### src/rtl/regfile_scoreboard_pkg.sv
// Shared CPU widths for the register file / scoreboard slice.
package regfile_scoreboard_pkg;
  localparam int ID_W        = 8;
  localparam int DATA_W      = 32;
  localparam int MAXPEND_DEF = 3;

  typedef logic [ID_W-1:0]   reg_id_t;
  typedef logic [DATA_W-1:0] reg_data_t;
endpackage

### src/rtl/regfile_scoreboard_pend_counter.sv
// Saturating up/down pending-write counter with synchronous clear.
module pend_counter #(
  parameter int MAXPEND = 3,
  parameter int W       = 2
) (
  input  logic         clk,
  input  logic         reset,
  input  logic         clear,
  input  logic         inc,
  input  logic         dec,
  output logic [W-1:0] cnt
);
  // inc and dec together cancel, which also covers issue+retire at saturation
  always_ff @(posedge clk) begin
    if (reset || clear)                         cnt <= '0;
    else if (inc && !dec && cnt != W'(MAXPEND)) cnt <= cnt + W'(1);
    else if (dec && !inc && cnt != '0)          cnt <= cnt - W'(1);
  end
endmodule

### src/rtl/regfile_scoreboard.sv
// Register file with write-through bypass and per-register pending-write scoreboard.
module regfile_scoreboard
  import regfile_scoreboard_pkg::*;
#(
  parameter int NREGS   = 32,
  parameter int MAXPEND = MAXPEND_DEF
) (
  input  logic              clk,
  input  logic              reset,
  input  logic              wb_write_in,
  input  logic [ID_W-1:0]   wb_id_in,
  input  logic [DATA_W-1:0] wb_data_in,
  input  logic              issue_valid_in,
  input  logic [ID_W-1:0]   issue_id_in,
  input  logic              flush_in,
  input  logic [ID_W-1:0]   rd_id_a_in,
  input  logic [ID_W-1:0]   rd_id_b_in,
  output logic [DATA_W-1:0] rd_data_a_out,
  output logic [DATA_W-1:0] rd_data_b_out,
  output logic              busy_a_out,
  output logic              busy_b_out,
  output logic              stall_out
);
  localparam int CW = $clog2(MAXPEND + 1);

  reg_data_t                  regs [NREGS];
  logic [NREGS-1:0][CW-1:0]   pend;
  logic                       wb_ok, issue_ok;

  // id 0 and ids past the file are treated as "no register"
  function automatic logic in_range(input reg_id_t id);
    return (id != '0) && (32'(id) < NREGS);
  endfunction

  function automatic logic [CW-1:0] pend_of(input reg_id_t id);
    logic [CW-1:0] c;
    c = '0;
    for (int i = 1; i < NREGS; i++)
      if (id == ID_W'(i)) c = pend[i];
    return c;
  endfunction

  function automatic reg_data_t read_port(input reg_id_t id);
    reg_data_t d;
    d = '0;
    if (in_range(id)) begin
      if (wb_ok && wb_id_in == id) d = wb_data_in;
      else if (!reset)
        for (int i = 1; i < NREGS; i++)
          if (id == ID_W'(i)) d = regs[i];
    end
    return d;
  endfunction

  // a same-cycle retire to the read id counts as already resolved
  function automatic logic busy_port(input reg_id_t id);
    logic hit;
    hit = wb_ok && (wb_id_in == id);
    return !reset && in_range(id) && (pend_of(id) > CW'(hit));
  endfunction

  assign wb_ok    = wb_write_in && in_range(wb_id_in);
  assign issue_ok = issue_valid_in && in_range(issue_id_in);

  always_ff @(posedge clk) begin
    if (reset) begin
      for (int i = 0; i < NREGS; i++) regs[i] <= '0;
    end else if (wb_ok) begin
      for (int i = 1; i < NREGS; i++)
        if (wb_id_in == ID_W'(i)) regs[i] <= wb_data_in;
    end
  end

  for (genvar i = 0; i < NREGS; i++) begin : g_pend
    if (i == 0) begin : g_zero
      assign pend[i] = '0;
    end else begin : g_cnt
      pend_counter #(.MAXPEND(MAXPEND), .W(CW)) u_cnt (
        .clk   (clk),
        .reset (reset),
        .clear (flush_in),
        .inc   (issue_ok && issue_id_in == ID_W'(i)),
        .dec   (wb_ok && wb_id_in == ID_W'(i)),
        .cnt   (pend[i])
      );
    end
  end

  always_comb begin
    rd_data_a_out = read_port(rd_id_a_in);
    rd_data_b_out = read_port(rd_id_b_in);
    busy_a_out    = busy_port(rd_id_a_in);
    busy_b_out    = busy_port(rd_id_b_in);
    stall_out     = !reset && !flush_in && issue_ok
                    && (pend_of(issue_id_in) == CW'(MAXPEND))
                    && !(wb_ok && wb_id_in == issue_id_in);
  end
endmodule

### config.mk
export PLATFORM = sky130hd
export DESIGN_NAME = regfile_scoreboard
export DESIGN_NICKNAME = d
export VERILOG_FILES = /design/src/rtl/regfile_scoreboard_pkg.sv /design/src/rtl/regfile_scoreboard_pend_counter.sv /design/src/rtl/regfile_scoreboard.sv
export SDC_FILE = /design/constraint.sdc
export NUM_CORES = 2
export LEC_CHECK = 0
export ABC_AREA = 1
export BUFFER_PORTS_ARGS = -buffer_cell sky130_fd_sc_hd__buf_2
export CAP_MARGIN = 25
export CORE_UTILIZATION = 50
export DETAILED_ROUTE_END_ITERATION = 7
export PLACE_DENSITY = 0.66
export SKIP_LAST_GASP = 1
export SYNTH_ARGS = -nofsm -noshare
export SYNTH_HDL_FRONTEND = slang
export SYNTH_HIERARCHICAL = 1
export SYNTH_SLANG_ARGS = --single-unit
export TNS_END_PERCENT = 100
### constraint.sdc
create_clock -name clk -period 4.69 [get_ports clk]
set_input_delay 0.469 -clock clk [delete_from_list [all_inputs] [get_ports clk]]
set_output_delay 0.469 -clock clk [all_outputs]
set_load 0.1 [all_outputs]
# After elaboration in Yosys (flattened, before gate mapping)
# Memories as Yosys holds them, arrays and structs flattened.
# Cells that the tools add are included.
classes:
  n_lt_le_gt_ge: 6
  n_eq_ne: 159
  bitwise_logic: 31
  add_sub_neg: 62
  muxes: 380
  reduce_logical: 335
ops:
  columns: ["operator", "n"]
  rows:
  - ["two-way mux 32 bit", 99]
  - ["== test 8 x 5 -> 1 bit (second input constant)", 64]
  - ["two-way mux 2 bit", 155]
  - ["== test 8 x 4 -> 1 bit (second input constant)", 32]
  - ["logical AND 1 bit", 203]
  - ["== test 8 x 3 -> 1 bit (second input constant)", 16]
  - ["two-way mux 1 bit", 126]
  - ["nonzero test 2 bit", 62]
  - ["zero test 1 bit", 65]
  - ["== test 8 x 2 -> 1 bit (second input constant)", 8]
  - ["adder 2 x 1 -> 2 bit (second input constant)", 31]
  - ["!= test 2 bit (second input constant)", 31]
  - ["subtractor 2 x 1 -> 2 bit (second input constant)", 31]
  - ["== test 8 x 1 -> 1 bit (second input constant)", 4]
  - ["< comparator 8 x 6 -> 1 bit (second input constant)", 4]
  - ["nonzero test 8 bit", 4]
  - ["bitwise OR 1 bit", 31]
  - ["== test 8 bit", 3]
  - ["> comparator 2 x 1 -> 1 bit", 2]
  - ["== test 2 bit (second input constant)", 1]
  - ["logical OR 1 bit", 1]
totals:
  register_bits: 62
  memories: 1
  mem_bits_rw: 1024
  out_inout_bits: 67
memory_table:
  columns: ["memory", "words", "word_bits", "read_ports", "rd_ports_with_merged_regs", "wr", "line_no", "source"]
  rows:
  - ["regs", 32, 32, 31, 0, 32, "regfile_scoreboard.sv:26", "reg_data_t regs [NREGS];"]

# Depth between registers and ports, before layout
depth:
  word_depth: 35
  depth_mapped: 28
  mapped_depth_nobuf: 27

# By module
# The synthesis kept the hierarchy.
by_module_without_submodules:
  columns: ["module", "seq_area_each_um2", "cells_each", "n_inst", "area_each_um2"]
  rows:
  - ["regfile_scoreboard", 29788.6, 6508, 1, 52998.3]
  - ["pend_counter", 40.0, 19, 31, 123.9]

# Worst setup path after synthesis
# No wires, ideal clock.
synth_path:
  path_kind: "input port to output port"
  startpoint: "input rd_id_a_in[5]"
  endpoint: "output rd_data_a_out[3]"
  path_stages: 24
  t_required_ns: 4.221
  n_path_buf: 1
  path_slack_ns: 0.533
  t_arrival_ns: 3.688
  cell_sequence: "nor2_1 nand3_2 nor2_2 buf_4 nand2_1 nand2_1 nor2_1 nand4_1 nor2_1 nand4_1 nand2_1 nand3_1 nand2_1 nand4_1 nand2_1 nand4_1 nand2_1 nand4_1 nand2_1 nand4_1 nand2_1 nand2_1 nand2_1 a21oi_1"
synth_via:
  elab_chain_cells: 35
  elab_cells_between_ends: 70
synth_rtl:
  columns: ["element", "line_no", "source"]
  rows:
  - ["from (decl)", "regfile_scoreboard.sv:16", "input logic [ID_W-1:0] rd_id_a_in,"]
  - ["== test 8 x 1 -> 1 bit", "regfile_scoreboard.sv:50", "if (id == ID_W'(i)) d = regs[i];"]
  - ["two-way mux 32 bit (31 in a row)", "regfile_scoreboard.sv:50", null]
  - ["two-way mux 32 bit", "regfile_scoreboard.sv:48", "else if (!reset)"]
  - ["two-way mux 32 bit", "regfile_scoreboard.sv:47", "if (wb_ok && wb_id_in == id) d = wb_data_in;"]
  - ["two-way mux 32 bit (*)", "regfile_scoreboard.sv:46", "if (in_range(id)) begin"]
  - ["to (decl)", "regfile_scoreboard.sv:18", "output logic [DATA_W-1:0] rd_data_a_out,"]
# Every way passes the cells marked *; elsewhere a longest branch is shown, timed or not.

# Worst setup path in the final report
layout_path:
  startpoint: "input rd_id_a_in[2]"
  endpoint: "output busy_a_out"
layout_via:
  elab_chain_cells: 34
  elab_cells_between_ends: 70
layout_rtl:
  columns: ["element", "line_no", "source"]
  rows:
  - ["== test 8 x 1 -> 1 bit", "regfile_scoreboard.sv:39", "if (id == ID_W'(i)) c = pend[i];"]
  - ["two-way mux 2 bit (31 in a row)", "regfile_scoreboard.sv:39", null]
  - ["> comparator 2 x 1 -> 1 bit", "regfile_scoreboard.sv:59", "return !reset && in_range(id) && (pend_of(id) > CW'(hit));"]
  - ["logical AND 1 bit (*)", "regfile_scoreboard.sv:59", null]
  - ["to (decl)", "regfile_scoreboard.sv:20", "output logic busy_a_out,"]
# Marks and branches as above.

==> impl_metrics.csv <==
group,metric,value,unit
clock_network,post_cts_buffers,0,
grt,grt_pass1_wl,295000,µm
floorplanning,core.rowCount,123,
sta,setup_tns,0,ns
sta,hold_violations,0,
yosys,synth_cell_types,41,
placement,dp_slack,0.197,ns
clock_network,cts_buffers,113,
grt,overflow,0,
clock_network,clk_path_buf_depth,3,
clock_network,cts_tree,"done",
worst_setup_path,ff2ff_setup_slack,3.53,ns
yosys,ys_async_sr_fraction,0,
detailed_routing,dr.pass1.iters,6,
floorplanning,num_io_pins,136,
yosys,synth-edff-count,992,
yosys,synth_flop_cell,"edfxtp_1",
yosys,syn_area_per_cell,8.01,µm²
power_and_ir_drop,p_seq_frac,0.518,
worst_setup_path,crit_path_end_kind,"primary output",
yosys,syn-cell-area,0.0568,mm²
hold_path,hold_class,"primary input to flop",
yosys,yosys.cell_count.top_type,"nand2_1",
floorplanning,core_area,0.113,mm²
sta,fin_ws,0.201,ns
yosys,seq_area_frac_synth,0.546,
sta,timing.final.crit_share,0.957,
worst_setup_path,reg2reg_to,"g_pend[10].g_cnt.u_cnt/cnt[0]",
floorplanning,die_area,0.115,mm²
detailed_routing,wl_per_cell,22.4,µm
flow_run,drv_cap,0,
floorplanning,die_h,339,µm
detailed_routing,drtAntennaViolNets,0,
cells_and_area,area_delta_synth_final,14.2,%
sta,setup_viol,0,
cells_and_area,nNetsFinal,7306,
worst_setup_path,path_class,"primary input to primary output",
yosys,syn_nets,7168,
power_and_ir_drop,p_total,21.5,mW
power_and_ir_drop,intPower,16.4,mW
clock_network,clock-sinks,1054,
clock_network,cts_htree_levels,3,
sta,max_slew_margin,0.263,
sta,max_freq,223,MHz
sta,fin_crit,4.49,ns
hold_path,min-delay-start,"wb_data_in[19]",
yosys,synth_top_cell_by_area,"edfxtp_1",
placement,dp_hpwl,141000,µm
power_and_ir_drop,combPwrFrac,0.061,
worst_setup_path,crit_fanout,5,
hold_path,hold_path_end,"regs[1][499]",
power_and_ir_drop,power_density,332,mW/mm²
clock_network,postCtsHoldBufs,0,
outcome,status,"finished clean",
power_and_ir_drop,switching_share,0.240,
worst_setup_path,worstPathArrival,4.02,ns
worst_setup_path,startpoint_type,"primary input",
cells_and_area,drive_gt1_frac,0.124,
worst_setup_path,slowest_stage,"nor2_1",
detailed_routing,via_per_inst,5.78,
power_and_ir_drop,clockPowerShare,0.421,
sta,worst_slew_pin_slew,1.10,ns
worst_setup_path,reg2regPathDepth,5,
yosys,syn_inst,7097,
yosys,synthTopCellsByCount,"2108 x nand2_1, 1287 x nor2_1, 992 x edfxtp_1",
worst_setup_path,required,4.22,ns
yosys,synth_top_area_frac,0.524,
detailed_routing,vias,51100,
yosys,ys_ff_latch,1054,
placement,gp_congestion,0.982,
grt,antenna_found_initial,6,
clock_network,root_buffer,"clkbuf_16",
grt,grtUsageTotal,0.339,
detailed_routing,drtIter0Drc,6185,
yosys,yosys_warnings,6,
worst_setup_path,cp_common_cell,"nand4_1",
sta,maxSlewViolCount,0,
clock_network,clock_latency,0.70,ns
grt,first_global_vias,48700,
sta,fin_skew,0.0204,ns
worst_setup_path,r2r-start,"g_pend[10].g_cnt.u_cnt/cnt[1]",
hold_path,holdPathStages,3,
worst_setup_path,max_stage_delay,0.74,ns
floorplanning,start_util,0.505,
power_and_ir_drop,p_switching,5.17,mW
yosys,netlist_top_cells_area,"edfxtp_1 52%, nand2_1 14%, nor2_1 8.5%",
detailed_routing,wirelength,198000,µm
power_and_ir_drop,power_leakage,24.8,nW
grt,grt_max_degree,81,
clock_network,clk_pin_slew_worst_paths,0.06,ns
floorplanning,die_w,339,µm
placement,portBuffers,135,
detailed_routing,route.detailed.drc,0,
power_and_ir_drop,ir_drop,314,µV
sta,rsz0062_at_grt,"false",
logic make-up after synthesis:
family          share of synthesized area
simple gates                        0.323
buf+inv                            0.0788
flops                               0.546
compound gates                     0.0502
xor+xnor                          0.00200
fa+ha+maj                        0.000440
power groups by stage:
| stage | combinational (mW) | sequential [mW] | clock, mW |
|---|---|---|---|
| floorplan | 0.713 | 11.3 | 0 |
| global placement | 1.28 | 11.3 | 0 |
| detailed placement | 1.30 | 11.3 | 0 |
| CTS | 1.30 | 11.1 | 9.10 |
| global route | 1.40 | 11.2 | 9.45 |
| finish | 1.31 | 11.2 | 9.07 |
per-layer routing:
| layer | vias up | part of all wire | track usage |
|---|---|---|---|
| met5 | - | 0.000056 | 0 |
| met1 | 24300 | 0.38 | 0.449 |
| met4 | 2 | 0.048 | 0.160 |
| met3 | 504 | 0.10 | 0.0511 |
| met2 | 2980 | 0.47 | 0.549 |
| li1 | 23300 | - | - |
layout make-up:
class | count | area [µm²]
clock buffer | 134 | 2910
timing repair buffer | 356 | 3610
sequential | 1054 | 31000
fill | 9917 | 47700
multi-input combinational | 4879 | 21600
antenna | 2 | 5.00
inverter | 831 | 3120
clock inverter | 78 | 793
tap | 1500 | 1880
stage by stage:
step	instance area (µm²)	instances	hold WS [ns]	utilization
5_1_grt	64900	8833	0.176	0.576
6_report	64900	8834	0.176	0.576
3_3_place_gp	61200	8618	0.518	0.543
4_1_cts	64900	8831	0.141	0.576
2_1_floorplan	56800	7097	0.492	-
3_5_place_dp	61200	8619	0.541	0.543
worst max path at each step:
stage                                       from                 to  slack [ns]  cells after the start
floorplan                          rd_id_a_in[5]   rd_data_a_out[3]        0.53                     24
global placement                   rd_id_b_in[7]  rd_data_b_out[20]        0.18                     24
detailed placement                 rd_id_b_in[7]  rd_data_b_out[20]        0.20                     24
CTS                                rd_id_b_in[7]  rd_data_b_out[20]        0.19                     24
global route        g_pend[1].g_cnt.u_cnt/cnt[0]         busy_a_out        0.02                     24
finish                             rd_id_a_in[2]         busy_a_out        0.20                     28
registers in the layout, indices dropped and copies added (netlist names):
name                    count
regs                      992
g_pend.g_cnt.u_cnt/cnt     62
critical path: cells and delay by family:
kind | cells | cell delay (ns)
and+or+nand+nor | 19 | 2.24
buffers and inverters | 5 | 0.60
AOI/OAI and AO/OA | 3 | 0.40
adders and majority gates | 1 | 0.29
placed cells by master (no fill, tap or decap), types with 122 or more instances in the layout:
master	count
nand3_1	204
buf_4	193
a21oi_1	241
nand2_1	2106
nand4_1	389
edfxtp_1	992
or2_2	122
nor2_1	1263
inv_1	734
o21ai_0	226
timing repair:
| action | CTS | global route |
|---|---|---|
| endpoints found under the setup margin | 0 | 5 |
| gates resized for setup | 0 | 5 |
| hold endpoints to repair | 0 | 0 |
Note: power is estimated with default switching activity, not from simulation.
